`src/rtl/bin_to_bcd_seq.sv`:
```
// Sequential binary-to-BCD converter (shift-and-add-3), one operand bit per clock.
// Start/busy/done handshake; bcd only updates on the completing edge.
module bin_to_bcd_seq #(
    parameter int WIDTH  = 8,
    parameter int DIGITS = 3
) (
    input  logic                  clk,
    input  logic                  rst_n,
    input  logic                  start,
    input  logic [WIDTH-1:0]      bin,
    output logic                  busy,
    output logic                  done,
    output logic [4*DIGITS-1:0]   bcd
);
    localparam int BW = 4 * DIGITS;
    localparam int CW = $clog2(WIDTH + 1);

    typedef enum logic {IDLE, SHIFT} state_t;

    state_t            state_reg, state_next;
    logic [WIDTH-1:0]  operand_reg, operand_next;
    logic [BW-1:0]     scratch_reg, scratch_next;
    logic [BW-1:0]     bcd_reg, bcd_next;
    logic [CW-1:0]     count_reg, count_next;
    logic              done_reg, done_next;
    logic [BW-1:0]     adjusted;
    logic [BW-1:0]     shifted;

    // Add-3 correction on every digit in parallel, ahead of the shift.
    generate
        for (genvar gi = 0; gi < DIGITS; gi++) begin : g_adjust
            assign adjusted[gi*4 +: 4] = (scratch_reg[gi*4 +: 4] >= 4'd5)
                                       ? scratch_reg[gi*4 +: 4] + 4'd3
                                       : scratch_reg[gi*4 +: 4];
        end
    endgenerate

    assign shifted = {adjusted[BW-2:0], operand_reg[WIDTH-1]};

    always_ff @(posedge clk or negedge rst_n) begin
        if (!rst_n) begin
            state_reg   <= IDLE;
            operand_reg <= '0;
            scratch_reg <= '0;
            bcd_reg     <= '0;
            count_reg   <= '0;
            done_reg    <= 1'b0;
        end else begin
            state_reg   <= state_next;
            operand_reg <= operand_next;
            scratch_reg <= scratch_next;
            bcd_reg     <= bcd_next;
            count_reg   <= count_next;
            done_reg    <= done_next;
        end
    end

    always_comb begin
        state_next   = state_reg;
        operand_next = operand_reg;
        scratch_next = scratch_reg;
        bcd_next     = bcd_reg;
        count_next   = count_reg;
        done_next    = 1'b0;
        case (state_reg)
            IDLE: begin
                if (start) begin
                    operand_next = bin;
                    scratch_next = '0;
                    count_next   = CW'(WIDTH);
                    state_next   = SHIFT;
                end
            end
            SHIFT: begin
                scratch_next = shifted;
                operand_next = {operand_reg[WIDTH-2:0], 1'b0};
                count_next   = count_reg - CW'(1);
                // Last bit shifted in: publish the finished value only now.
                if (count_reg == CW'(1)) begin
                    bcd_next   = shifted;
                    done_next  = 1'b1;
                    state_next = IDLE;
                end
            end
            default: state_next = IDLE;
        endcase
    end

    assign busy = (state_reg == SHIFT);
    assign done = done_reg;
    assign bcd  = bcd_reg;
endmodule

```
`config.mk`:
```
export PLATFORM = sky130hd
export DESIGN_NAME = bin_to_bcd_seq
export DESIGN_NICKNAME = d
export VERILOG_FILES = /design/src/rtl/bin_to_bcd_seq.sv
export SDC_FILE = /design/constraint.sdc
export NUM_CORES = 1
export LEC_CHECK = 0
export BUFFER_PORTS_ARGS = -buffer_cell sky130_fd_sc_hd__buf_2
export CORE_MARGIN = 2
export CORE_UTILIZATION = 35
export DETAILED_ROUTE_END_ITERATION = 7
export GPL_TIMING_DRIVEN = 0
export MAX_ROUTING_LAYER = met4
export PLACE_DENSITY = 0.51
export SETUP_SLACK_MARGIN = 0.2
export SLEW_MARGIN = 20
export SYNTH_ARGS = -nofsm -noshare
export SYNTH_HDL_FRONTEND = slang
export SYNTH_SLANG_ARGS = --single-unit
```
`constraint.sdc`:
```
create_clock -name clk -period 1.4 [get_ports clk]
set_input_delay 0.28 -clock clk [delete_from_list [all_inputs] [get_ports clk]]
set_output_delay 0.28 -clock clk [all_outputs]
set_load 0.005 [all_outputs]
```
==> summary by stage <==
Clock tree
The deepest level of the CTS H-tree is 2. The number of buffers created by CTS is 5. The clock input transition at the sequential cells of the worst setup and hold paths is 70 ps. Counting every sink on the clock net gives 38.

Hold repair after CTS inserted 0 buffers. The clock insertion delay at the later pin of the skew report is 290 ps. The buffer levels on the longest clock path is 2. The tree is rooted in a sky130_fd_sc_hd__clkbuf_8. The CTS tree is built.

GRT
The total routing usage reported by global routing is 0.151. Entering global routing, the biggest net connects 39 pins. After global routing the overflow that remains totals 0. The number of global-route vias before repair is 1403.

The number of antenna violations at the first check in global routing is 0. The first global-routing pass estimated 6.73 mm of wire.

Floorplan
For this design the top-level I/O count stands at 25. The core region is 5070 µm². In this run the core area contains 26 standard-cell rows.

The starting density of the core is 0.362. The floorplan step set the die width to 76.5 µm. The die covers 5850 µm². Measured along the y axis, the die boundary spans 76.5 µm.

Critical path
The endpoint identified for the worst register-to-register timing path is bcd[10]. The worst register-to-register path begins at scratch_reg[8]. The depth of the most critical reg-to-reg path is 5. The slack of the worst reg-to-reg path is -30 ps. The setup path with the least slack is of type register to register. Among cell families on the critical path, the largest total delay comes from multiplexers. Of all nets on the critical path, the largest fanout is 4. Data arrives at the worst endpoint at 1660 ps.

The critical path crosses 5 cells after its start point. The endpoint kind of the worst setup timing path is a register. The data required time of the worst path is 1630 ps. The critical path's largest stage delay is 430 ps. STA classifies the critical path startpoint as a register. The end of the critical path is bcd[10]. The worst setup path startpoint is scratch_reg[8]. For this design, the slowest cell found on the critical path is sky130_fd_sc_hd__dfrtp_1.

The number of buffers and inverters on the critical path is 0. The signal on the critical path passes through ha_2 -> nand2b_4 -> a21oi_4 -> mux2i_2 -> mux2_2.

Detailed routing
The post-detailed-route DRC marker count is 0. The final wirelength is 4.12 mm. The routed wirelength normalized by instance count is 14.1 µm. The detailed router's first-iteration violation count is 45. Once detail routing completed, the nets flagged for antenna violations numbered 0. The pre-antenna-repair detailed-routing pass consisted of 4 iterations. Using the TritonRoute via totals, the vias-per-cell ratio works out to 4.75. The routed layout has 1386 vias.

Layout
The number of antenna diodes in the final layout is 0. The net count of the finished layout is 241. The multi-input combinational cells in the finished layout cover a total of 1030 µm².

The area taken by flip-flops and latches is 953 µm². In the final layout, the share of cells above drive strength 1 is 0.450. The layout has 490 filler cells.

The final instance count without filler cells is 292. Relative to the synthesized area, the layout overhead comes to 37.8%. At the end of the flow the core is filled with cells to 0.499.

STA
The final setup violation count is 5. The minimum clock period is 1430 ps. The number of pins with negative max-slew slack in the final report is 0. The achievable clock frequency is 700 MHz.

Measured against its own limit, the worst slew margin works out to 0.429. Dividing the final minimum period by the clock period gives 1.02. Between clock sinks in the finished design, the worst skew comes to 4.57 ps.

Setup total negative slack on the finished layout was measured at -73.3 ps. Setup repair after global routing could not meet its margin everywhere. In the post-route analysis, the smallest setup slack over all paths is -28.4 ps. The final hold violation count is 0. For the pin with the worst max-slew slack, the measured transition is 857 ps.

Yosys
Synthesis produced 172 cells. In the synthesized netlist the async set-or-reset flop fraction comes to 1.00. The post-synthesis instance area is 1840 µm². The most frequent cell after synthesis is sky130_fd_sc_hd__dfrtp_1. During synthesis, Yosys emitted a total of 0 warnings.

The share of synthesized area occupied by flip-flops and latches is 0.517. The number of enable flip-flop cells after synthesis is 0. The share of synthesized area in the top cell type comes to 0.517. Dividing the synthesized area by the synthesized cell count gives 10.7 µm².

The number of different library cells used by synthesis comes to 25. By area the synthesized netlist is led by sky130_fd_sc_hd__dfrtp_1 52%, sky130_fd_sc_hd__mux2i_1 8.7%, sky130_fd_sc_hd__ha_1 5.4%, sky130_fd_sc_hd__o21ai_0 4.4%, sky130_fd_sc_hd__nand2_1 4.1%. Summed over all instances, the cell type with the most area after synthesis is sky130_fd_sc_hd__dfrtp_1. The total nets after synthesis is 191. The register bit total from synthesis is 38. The commonest register cell after synthesis is sky130_fd_sc_hd__dfrtp_1. By count the netlist is led by 38 x sky130_fd_sc_hd__dfrtp_1, 20 x sky130_fd_sc_hd__nand2_1, 16 x sky130_fd_sc_hd__mux2i_1, 16 x sky130_fd_sc_hd__o21ai_0, 11 x sky130_fd_sc_hd__nand2b_1.

Power and ir drop
The total power density per cell area is 2400 nW/µm². The peak ir drop on the vdd network is 771 µV. For this design the static power due to leakage is 1.20 nW.

Place
After detailed placement, the design holds a cell count of 266. OpenSTA, run right after detailed placement, puts the worst setup slack at -198 ps. Once detailed placement completed, the half-perimeter wirelength came to 2.70 mm.

The count of buffers inserted at the top-level ports is 24. The routability-driven placement congestion ratio is 0.810.

Run status
The checks that failed: negative setup slack. The run finished, with violations left.

Job
The number of violations of the max-capacitance limit is 0.

Min path
The class of the most critical hold timing path is input pin to asynchronous set/reset pin.
==> report_power, final <==
| part | leakage, nW | internal [mW] | switching [mW] |
|---|---|---|---|
| combinational | 0.684 | 1.83 | 1.51 |
| clock | 0.0373 | 0.341 | 0.382 |
| sequential | 0.477 | 1.59 | 0.418 |
| total | 1.20 | 3.77 | 2.31 |
==> metal layers <==
| metal | global-route usage | wire length [µm] |
|---|---|---|
| met5 | - | 0 |
| met4 | 0.0545 | 54 |
| met3 | 0.0415 | 154 |
| met2 | 0.250 | 2040 |
| met1 | 0.178 | 1860 |
==> through the flow <==
step                area [µm²]  power (mW)  hold slack [ps]
floorplan                 1930        3.78            -15.6
global placement          2130        4.31              427
detailed placement        2130        4.44              446
CTS                       2420        5.72              132
global route              2530        6.52              161
finish                    2530        6.08             96.1
==> repair_timing <==
| item | in CTS | in global routing |
|---|---|---|
| pin swaps | 5 | 6 |
| setup endpoints to repair | 32 | 30 |
| endpoints found under the hold margin | 0 | 0 |
| resized for setup | 28 | 19 |
| buffers inserted | 13 | 6 |
==> placed cells by master (no fill, tap or decap), types with 3 or more instances in the layout <==
master                     synthesis  routed
sky130_fd_sc_hd__ha_4              0       6
sky130_fd_sc_hd__a21o_1            5       5
sky130_fd_sc_hd__nor3_1            5       5
sky130_fd_sc_hd__nor2_1            6       5
sky130_fd_sc_hd__clkbuf_8          0       5
sky130_fd_sc_hd__o21ai_0          16      10
sky130_fd_sc_hd__buf_6             0       6
sky130_fd_sc_hd__mux2i_1          16      14
sky130_fd_sc_hd__a21oi_4           0       3
sky130_fd_sc_hd__nand2_1          20      20
sky130_fd_sc_hd__dfrtp_1          38      36
sky130_fd_sc_hd__mux2_4            2       3
sky130_fd_sc_hd__nand2b_1         11       8
sky130_fd_sc_hd__a21oi_1           6       3
sky130_fd_sc_hd__nor3b_1           6       3
sky130_fd_sc_hd__inv_2             1       7
sky130_fd_sc_hd__buf_4             0      17
sky130_fd_sc_hd__buf_2             7      26
sky130_fd_sc_hd__nand2b_4          0       3
sky130_fd_sc_hd__o21ai_1           0       4
==> cell type report <==
class | instances | area share
multi-input combinational | 117 | 0.409
sequential | 38 | 0.376
timing repair buffer | 43 | 0.110
tap | 70 | 0.0346
clock buffer | 6 | 0.0287
buffer | 8 | 0.0237
inverter | 9 | 0.0153
clock inverter | 1 | 0.00296
==> worst min path at each step <==
stage / startpoint / endpoint / slack (ps) / depth (start not counted)
final: rst_n / scratch_reg[2] / 100 / 1
after global routing: rst_n / scratch_reg[2] / 160 / 1
after CTS: rst_n / scratch_reg[10] / 130 / 1
after detailed placement: rst_n / bcd[1] / 450 / 1
after global placement: rst_n / bcd[1] / 430 / 1
after floorplan: rst_n / bcd[0] / -20 / 0
==> logic make-up after synthesis <==
| logic type | count (synthesis) | share of synthesized area |
|---|---|---|
| XOR/XNOR | 5 | 0.0238 |
| AO/OA/AOI/OAI | 34 | 0.112 |
| AND/OR/NAND/NOR | 49 | 0.131 |
| buffers and inverters | 17 | 0.0395 |
| adder cells (fa/ha/maj) | 8 | 0.0545 |
| flip-flops | 38 | 0.517 |
| multiplexers | 21 | 0.122 |
Power figures use the tool's default switching activity.
